**src/rtl/wav_arb_pkg.sv**
```systemverilog
// Shared types and constants for the sample-ROM fetch arbiter.
// Used by wav_fetch_arbiter; the optional word cache is enabled with WAV_CACHE_EN.
package wav_arb_pkg;

    typedef enum logic [1:0] {
        IDLE  = 2'd0,
        ISSUE = 2'd1,
        WAIT  = 2'd2,
        DONE  = 2'd3
    } arb_state_t;

    localparam logic [7:0] SILENCE    = 8'h80;
    localparam int         AW_DEFAULT = 25;

    // SDRAM returns a 16-bit word; the byte address LSB picks the lane.
    function automatic logic [7:0] byte_sel(input logic [15:0] word, input logic hi);
        return hi ? word[15:8] : word[7:0];
    endfunction

endpackage

```
**src/rtl/rr_pick.sv**
```systemverilog
// Combinational round-robin picker: the first set request strictly after ptr wins,
// wrapping, so the previous winner has the lowest priority.
module rr_pick #(
    parameter int NV = 4,
    parameter int IW = $clog2(NV)
) (
    input  logic [NV-1:0] req,
    input  logic [IW-1:0] ptr,
    output logic [NV-1:0] grant,
    output logic [IW-1:0] idx,
    output logic          any
);

    logic          found;
    logic [IW-1:0] cand;

    always_comb begin
        grant = '0;
        idx   = '0;
        found = 1'b0;
        cand  = '0;
        for (int i = 1; i <= NV; i++) begin
            cand = IW'((int'(ptr) + i) % NV);
            if (!found && req[cand]) begin
                found       = 1'b1;
                grant[cand] = 1'b1;
                idx         = cand;
            end
        end
    end

    assign any = |req;

endmodule

```
**src/rtl/wav_fetch_arbiter.sv**
```systemverilog
// Shares the sample-ROM SDRAM port between NV voice readers and the ROM download writer.
// Define WAV_CACHE_EN to add a per-voice one-word read cache.
module wav_fetch_arbiter
    import wav_arb_pkg::*;
#(
    parameter int NV      = 4,
    parameter int AW      = AW_DEFAULT,
    parameter int TIMEOUT = 64
) (
    input  logic             clk_sys,
    input  logic             reset,
    input  logic             pause,
    input  logic [NV-1:0]    voice_req,
    input  logic [NV*AW-1:0] voice_addr,
    output logic [NV-1:0]    voice_ack,
    output logic [7:0]       voice_data,
    input  logic             dl_active,
    input  logic             dl_wr,
    input  logic [AW-1:0]    dl_addr,
    input  logic [7:0]       dl_data,
    output logic [AW-1:0]    mem_addr,
    output logic             mem_rd,
    output logic             mem_we,
    output logic [7:0]       mem_din,
    input  logic [15:0]      mem_dout,
    input  logic             mem_ready,
    output logic             err_timeout
);

    localparam int IW = $clog2(NV);
    localparam int CW = $clog2(TIMEOUT + 1);

    arb_state_t    state_q, state_d;
    logic [IW-1:0] ptr_q, ptr_d;
    logic [NV-1:0] gnt_q, gnt_d;
    logic [AW-1:0] addr_q, addr_d;
    logic [NV-1:0] ack_q, ack_d;
    logic [7:0]    data_q, data_d;
    logic          err_q, err_d;
    logic [CW-1:0] cnt_q, cnt_d;

    logic [AW-1:0] vaddr [NV];
    logic [NV-1:0] pick_grant;
    logic [IW-1:0] pick_idx;
    logic          pick_any;

    for (genvar g = 0; g < NV; g++) begin : g_unpack
        assign vaddr[g] = voice_addr[g*AW +: AW];
    end

    rr_pick #(.NV(NV), .IW(IW)) u_pick (
        .req   (voice_req),
        .ptr   (ptr_q),
        .grant (pick_grant),
        .idx   (pick_idx),
        .any   (pick_any)
    );

`ifdef WAV_CACHE_EN
    logic [AW-2:0] tag_q  [NV];
    logic [AW-2:0] tag_d  [NV];
    logic [15:0]   word_q [NV];
    logic [15:0]   word_d [NV];
    logic [NV-1:0] cval_q, cval_d;
    logic          hit;

    assign hit = cval_q[pick_idx] && (tag_q[pick_idx] == vaddr[pick_idx][AW-1:1]);
`endif

    always_comb begin
        state_d = state_q;
        ptr_d   = ptr_q;
        gnt_d   = gnt_q;
        addr_d  = addr_q;
        ack_d   = '0;
        data_d  = data_q;
        err_d   = err_q;
        cnt_d   = cnt_q;
`ifdef WAV_CACHE_EN
        tag_d   = tag_q;
        word_d  = word_q;
        cval_d  = cval_q;
`endif
        unique case (state_q)
            IDLE: begin
                if (pick_any && !pause && !dl_active) begin
                    ptr_d  = pick_idx;
                    gnt_d  = pick_grant;
                    addr_d = vaddr[pick_idx];
                    cnt_d  = '0;
`ifdef WAV_CACHE_EN
                    if (hit) begin
                        data_d  = byte_sel(word_q[pick_idx], vaddr[pick_idx][0]);
                        ack_d   = pick_grant;
                        state_d = DONE;
                    end else begin
                        state_d = ISSUE;
                    end
`else
                    state_d = ISSUE;
`endif
                end
            end
            ISSUE: state_d = dl_active ? IDLE : WAIT;
            WAIT: begin
                // A download takes the port mid-read; the voice keeps req and is re-picked later.
                if (dl_active) begin
                    state_d = IDLE;
                end else if (mem_ready) begin
                    data_d  = byte_sel(mem_dout, addr_q[0]);
                    ack_d   = gnt_q;
                    state_d = DONE;
`ifdef WAV_CACHE_EN
                    tag_d[ptr_q]  = addr_q[AW-1:1];
                    word_d[ptr_q] = mem_dout;
                    cval_d[ptr_q] = 1'b1;
`endif
                end else if (cnt_q == CW'(TIMEOUT - 1)) begin
                    data_d  = SILENCE;
                    ack_d   = gnt_q;
                    err_d   = 1'b1;
                    state_d = DONE;
                end else begin
                    cnt_d = cnt_q + CW'(1);
                end
            end
            DONE:    state_d = IDLE;
            default: state_d = IDLE;
        endcase
`ifdef WAV_CACHE_EN
        if (dl_active) cval_d = '0;
`endif
    end

    always_ff @(posedge clk_sys) begin
        if (reset) begin
            state_q <= IDLE;
            ptr_q   <= IW'(NV - 1);
            gnt_q   <= '0;
            addr_q  <= '0;
            ack_q   <= '0;
            data_q  <= SILENCE;
            err_q   <= 1'b0;
            cnt_q   <= '0;
        end else begin
            state_q <= state_d;
            ptr_q   <= ptr_d;
            gnt_q   <= gnt_d;
            addr_q  <= addr_d;
            ack_q   <= ack_d;
            data_q  <= data_d;
            err_q   <= err_d;
            cnt_q   <= cnt_d;
        end
    end

`ifdef WAV_CACHE_EN
    always_ff @(posedge clk_sys) begin
        if (reset) cval_q <= '0;
        else       cval_q <= cval_d;
        tag_q  <= tag_d;
        word_q <= word_d;
    end
`endif

    assign voice_ack   = ack_q;
    assign voice_data  = data_q;
    assign err_timeout = err_q;
    assign mem_rd      = (state_q == ISSUE) && !dl_active;
    assign mem_we      = dl_active && dl_wr;
    assign mem_addr    = dl_active ? dl_addr : {addr_q[AW-1:1], 1'b0};
    assign mem_din     = dl_active ? dl_data : 8'h00;

endmodule

```
**config.mk**
```make
export PLATFORM = sky130hd
export DESIGN_NAME = wav_fetch_arbiter
export DESIGN_NICKNAME = d
export VERILOG_FILES = /design/src/rtl/wav_arb_pkg.sv /design/src/rtl/rr_pick.sv /design/src/rtl/wav_fetch_arbiter.sv
export SDC_FILE = /design/constraint.sdc
export NUM_CORES = 1
export LEC_CHECK = 0
export ABC_CLOCK_PERIOD_IN_PS = 3180
export BUFFER_PORTS_ARGS = -buffer_cell sky130_fd_sc_hd__buf_4
export CORE_MARGIN = 4
export CORE_UTILIZATION = 45
export CTS_CLUSTER_DIAMETER = 60
export CTS_CLUSTER_SIZE = 8
export DETAILED_ROUTE_END_ITERATION = 10
export GPL_TIMING_DRIVEN = 1
export MAX_ROUTING_LAYER = met4
export PLACE_DENSITY = 0.81
export SYNTH_ARGS = -nofsm -noshare
export SYNTH_HDL_FRONTEND = slang
export SYNTH_SLANG_ARGS = --single-unit
```
**constraint.sdc**
```tcl
create_clock -name clk_sys -period 3.18 [get_ports clk_sys]
set_input_delay 0.159 -clock clk_sys [delete_from_list [all_inputs] [get_ports clk_sys]]
set_output_delay 0.159 -clock clk_sys [all_outputs]
set_load 0.005 [all_outputs]
```
; ---- Yosys cells after proc, flatten, opt, wreduce, memory -nomap -nowiden
; Cells that the tools add are included.
[word_totals]
register_bits = 53
inputBits = 159
out_inout_bits = 48
word_cells = 112
[op_classes]
n_addsub = 5
n_lt_le_gt_ge = 9
eq_ne = 9
muxes = 48
bitwise_logic = 7
n_reduce_logical = 26
[ops]
columns = operator, count
row1 = 2-to-1 mux 25 bit, 3
row2 = binary-select mux 25 bit (select 2 bit), 1
row3 = 2-to-1 mux 8 bit, 4
row4 = 2-to-1 mux 7 bit, 4
row5 = 2-to-1 mux 4 bit, 6
row6 = 2-to-1 mux 2 bit, 9
row7 = case mux 7 bit (2 select lines), 1
row8 = less-than comparator 2 x 3 -> 1 bit (second input constant), 4
row9 = OR 4 bit, 3
row10 = logical AND 1 bit, 11
row11 = 2-to-1 mux 1 bit, 11
row12 = binary-select mux 1 bit (select 2 bit), 4
row13 = demux 1 bit (select 2 bit), 4
row14 = greater-or-equal comparator 2 x 1 -> 1 bit (second input constant), 4
row15 = inequality test 2 bit (second input constant), 4
row16 = case mux 2 bit (4 select lines), 1
row17 = adder 7 x 1 -> 7 bit (second input constant), 1
row18 = == test 7 x 6 -> 1 bit (second input constant), 1
row19 = zero test 1 bit, 5
row20 = AND reduction 5 bit, 1
row21 = adder 2 x 1 -> 2 bit (second input constant), 2
row22 = adder 2 bit (second input constant), 2
row23 = == test 2 bit (second input constant), 2
row24 = inequality test 4 bit (second input constant), 1
row25 = 11 further kinds, 15

; ---- Longest topological paths before layout
[depth]
ltp_word = 17
ltp_mapped = 12
ltp_nobuf = 8

; ---- Hierarchy
; Synthesis repeated with hierarchy kept, for this count alone.
[hier_totals]
hier_cells = 393
hier_area_um2 = 3613.5
[by_module_without_submodules]
columns = mod, instances, cells_per_inst, area_each_um2, seq_area_each_um2
row1 = wav_fetch_arbiter, 1, 323, 3072.9, 1061.0
row2 = rr_pick, 1, 70, 540.5, 0.0

; ---- Least setup slack after synthesis
; No wires, ideal clock.
[synth_path]
path_kind = register to register
start = register ptr_q[0]
end = register addr_q[10]
setup_time_ps = 83
t_arrival_ps = 2679
required_ps = 3097
slack_ps = 418
stages_incl_launch_ff = 10
path_buffers = 1
period_less_slack_ps = 2762
cell_sequence = dfxtp_1 -> clkinv_1 -> ha_1 -> buf_4 -> mux4_2 -> nor2b_2 -> nor2_1 -> nor3_1 -> a221o_1 -> o221ai_1
[synth_via]
elab_chain_cells = 17
word_cells_on_any_way = 29
classes_between = add/sub: 4 / mux: 18 / bitwise: 1 / reduce/logical: 6
[synth_rtl]
columns = item, line
row1 = from (decl), wav_fetch_arbiter.sv:34  ; logic [IW-1:0] ptr_q, ptr_d;
row2 = from (signal assigned), wav_fetch_arbiter.sv:138  ; ptr_q <= IW'(NV - 1);
row3 = from (signal assigned), wav_fetch_arbiter.sv:147  ; ptr_q <= ptr_d;
row4 = adder 2 x 1 -> 2 bit, rr_pick.sv:23  ; cand = IW'((int'(ptr) + i) % NV);
row5 = binary-select mux 1 bit (select 2 bit), rr_pick.sv:24  ; if (!found && req[cand]) begin
row6 = 2-to-1 mux 1 bit (implied by the code), rr_pick.sv:24
row7 = 2-to-1 mux 1 bit, rr_pick.sv:24
row8 = zero test 1 bit, rr_pick.sv:24
row9 = logical AND 1 bit, rr_pick.sv:24
row10 = 2-to-1 mux 1 bit, rr_pick.sv:24
row11 = zero test 1 bit, rr_pick.sv:24
row12 = logical AND 1 bit, rr_pick.sv:24
row13 = 2-to-1 mux 1 bit, rr_pick.sv:24
row14 = zero test 1 bit, rr_pick.sv:24
row15 = logical AND 1 bit, rr_pick.sv:24
row16 = 2-to-1 mux 2 bit (*), rr_pick.sv:24
row17 = inverter 2 -> 3 bit (implied by the code) (*), wav_fetch_arbiter.sv:89  ; addr_d = vaddr[pick_idx];
row18 = binary-select mux 25 bit (select 2 bit) (*), wav_fetch_arbiter.sv:89
row19 = 2-to-1 mux 25 bit (implied by the code) (*) (2 in series), wav_fetch_arbiter.sv:89
row20 = to (signal assigned), wav_fetch_arbiter.sv:149  ; addr_q <= addr_d;
row21 = to (decl), wav_fetch_arbiter.sv:36  ; logic [AW-1:0] addr_q, addr_d;
; Every way passes the cells marked *; elsewhere a longest branch is shown, timed or not. The select of a mux whose other input is x is not followed.
; A chain may end at the register's enable or synchronous reset.

; ---- Worst setup path in the final report
[layout_path]
start = register ptr_q[1]
end = register addr_q[6]
; The elaborated chain is that of the path after synthesis.

==> results by group <==
Timing
  – Fin crit share: 92.0%
  – RSZ-0062 raised after global routing: no
  – Slew HR: 55.1%
  – Max-slew violations: 0
  – Final hold violation count: 0
  – Setup TNS after final layout: 0 ns
  – Hold_ws: 0.122 ns
  – Final setup viols: 0
  – Fmax: roughly 0.34 GHz
  – Post-layout min period: 2.93 ns
  – Slew at the pin closest to its max-slew limit: 0.668 ns
  – Clk_skew: 0.0101 ns

Min path
  – Type of the most critical hold path: in2reg

Place
  – Placer congestion estimate: 0.862
  – DP Wirelength: 10.5 mm
  – Placed cell areas: approximately 5400 um^2
  – Placed cells: 704
  – Number of I/O port buffers: 206

Finish
  – Post-route design area: 5500 um^2
  – Layout Cells excl Fill: 712
  – Fill count: 679
  – Antenna Cells: 0
  – Share of layout cells above drive strength 1: between 40% and 50%
  – Layout area overhead: 45.0%
  – Nets: just under 800

Floorplan
  – Core ar.: 8220 um^2
  – Initial core utilization: 46.1%
  – Vert. Die Dim: 99.8 um
  – Die Area: 9960 um^2
  – FP Rows: 33
  – Die X: 99.8 um
  – Io pins: 207

Routing
  – DRC viols: 0
  – Wire length on met1: 4.94 mm
  – WL per Instance: 18.5 um
  – Highest Signal Layer: met4
  – Met2 Wirelength: 7.04 mm
  – Wire length on met3: 1.03 mm
  – Detailed router's first-iteration violation count: 120
  – Drt pass-1 iters: 4
  – DR vias/cell: ~5.7
  – Routed Antenna Nets: 0
  – Routed vias: slightly above 4,000
  – Routed Wire Length: 13.1 mm

Critical path
  – Worst setup path class: reg2reg
  – CP bufs+invs: 2
  – CP max FO: 12
  – Crit path max-delay cell type: mux4_2
  – Crit path arrival time: roughly 3.2 ns
  – Crit-path cells: inv_1 -> ha_1 -> buf_4 -> mux4_2 -> nor2b_2 -> nor2_1 -> nor3_1 -> a221o_1 -> o221ai_1
  – Crit end category: flop
  – Worst Setup Start Kind: flop
  – Family with the most delay on the worst path: simple AND/OR/NAND/NOR gates
  – Slowest stage delay, CP: 0.49 ns
  – CP required: 3.41 ns

Logic synthesis
  – Synth top cells by count: 53 x dfxtp_1, 42 x mux2_2, 34 x nor2_1, 30 x mux2i_1, 25 x nand2_1
  – Mapped Area: 3790 um^2
  – Count leader, synth: dfxtp_1
  – YS warnings: 0
  – EDFF count, synth: 0
  – Most used DFF post-synth: dfxtp_1
  – Unique masters post-synth: between 50 and 60
  – Dominant cell type by area after synthesis: dfxtp_1
  – Post-Syn Nets: 583
  – Asr flop ratio synth: 0%
  – Yosys reg bits: 53
  – Sequential share of the synthesized area: 28.0%
  – Mapped Cells: 415
  – Yosys top cell area share: about 28%
  – Syn_area_per_cell: 9.14 um^2
  – Synth top area cells: dfxtp_1 28%, mux2_2 12%, mux2i_1 7.9%

Global routing
  – Number of global-route vias before repair: 3,914
  – Total track usage: 25.5%
  – First-pass GRT wire length: 19.9 mm
  – Largest net degree at the start of global routing: 43
  – Gr ovfl total: 0
  – Initial antenna violation count: 0

Clocking
  – Clock sink count: 53
  – Hold Buf Count CTS: 0
  – CTS Buf Count: 5
  – Clk root buf: clkbuf_8
  – TritonCTS clock tree: done
  – H-Tree Depth: 2
  – Worst-path clk slew: roughly 0.10 ns
  – Clk buf depth: 2
  – Postcts setup bufs: 0
  – Worst-skew pair later-pin latency: just over 0.3 ns

Power and ir drop
  – Tot Pwr: roughly 2 mW
  – Leakage power: 2.54 nW
  – Peak supply drop: around 0.00025 V
  – Power Density: 363 nW/um^2

Outcome
  – Outcome: complete, no violations

Flow run
  – Total of max-cap violations: 0
==> repair_timing <==
item,in CTS,in global routing
endpoints found under the setup margin,10,10
resized for setup,1,1
gates cloned,0,0
==> cell families (layout without fill, tap and decap cells) <==
family          count (synthesis)  in the layout  share of synthesized area [%]
simple gates                  122            122                           16.8
buf+inv                        35            227                           4.85
mux                            84             84                           25.5
compound gates                108            108                           21.0
fa+ha+maj                       9              9                           2.97
flops                          53             53                           28.0
xor+xnor                        4              4                          0.924
==> sequential cells by signal, indices dropped and copies added (netlist names) <==
name / flops
addr_q: 25
voice_data: 8
cnt_q: 7
gnt_q: 4
voice_ack: 4
ptr_q: 2
state_q: 2
err_timeout: 1
==> cell usage in the layout (no fill, tap or decap), types with 9 or more instances in the layout <==
master	instances
ha_1	9
buf_4	216
dfxtp_1	53
mux2_2	42
nor3_1	15
o21ai_0	14
a22oi_1	9
a21oi_1	9
a32oi_1	16
nor2_1	33
mux2i_1	30
mux2_4	10
o21ai_1	10
nand2_1	25
and2_1	14
==> per-stage QoR <==
stage / setup slack [ns] / utilization (%)
after floorplan: 0.418 / -
after global placement: 0.111 / 65.4
after detailed placement: -0.0214 / 65.4
after CTS: 0.255 / 66.9
after global routing: 0.0683 / 66.9
final: 0.254 / 66.9
==> area by class of cell <==
| type | count | area, um^2 | area share, % |
|---|---|---|---|
| Clock buffer | 5 | 68.8 | 1.25 |
| Clock inverter | 3 | 46.3 | 0.842 |
| Inverter | 3 | 11.3 | 0.205 |
| Multi-Input combinational cell | 327 | 2560 | 46.5 |
| Sequential cell | 53 | 1060 | 19.3 |
| Tap cell | 105 | 131 | 2.39 |
| Timing Repair Buffer | 216 | 1620 | 29.5 |
==> worst reg2reg max path: cells and delay by family, from the launching register on <==
| family | cells | cell delay (ns) |
|---|---|---|
| compound gates | 2 | 0.47 |
| fa+ha+maj | 1 | 0.44 |
| buf+inv | 2 | 0.33 |
| flops | 1 | 0.34 |
| mux | 1 | 0.49 |
| simple gates | 3 | 0.77 |
==> per-layer routing <==
| metal | global-route usage, % | vias to the layer above |
|---|---|---|
| met5 | - | - |
| met4 | 4.20 | 0 |
| met3 | 4.66 | 12 |
| met2 | 46.6 | 161 |
| met1 | 29.5 | 1951 |
| li1 | - | 1953 |
==> path summary, 6_finish.rpt <==
kind	startpoint	to	slack [ns]	depth (start not counted)
worst max-delay path	ptr_q[1]$_SDFFE_PP1P_	addr_q[6]$_SDFFE_PP0P_	0.25	9
worst min-delay path	voice_addr[34]	addr_q[9]$_SDFFE_PP0P_	0.12	3
worst max register to register	ptr_q[1]$_SDFFE_PP1P_	addr_q[6]$_SDFFE_PP0P_	0.25	9
worst min register to register	voice_data[2]$_SDFFE_PP0P_	voice_data[2]$_SDFFE_PP0P_	0.47	2
==> report_power, final <==
| part | total [mW] | switching (mW) | internal (mW) | leakage (nW) |
|---|---|---|---|---|
| Combinational | 0.789 | 0.363 | 0.426 | 2.05 |
| Sequential | 0.738 | 0.0307 | 0.707 | 0.431 |
| Clock | 0.468 | 0.232 | 0.236 | 0.0543 |
Power figures use the tool's default switching activity.
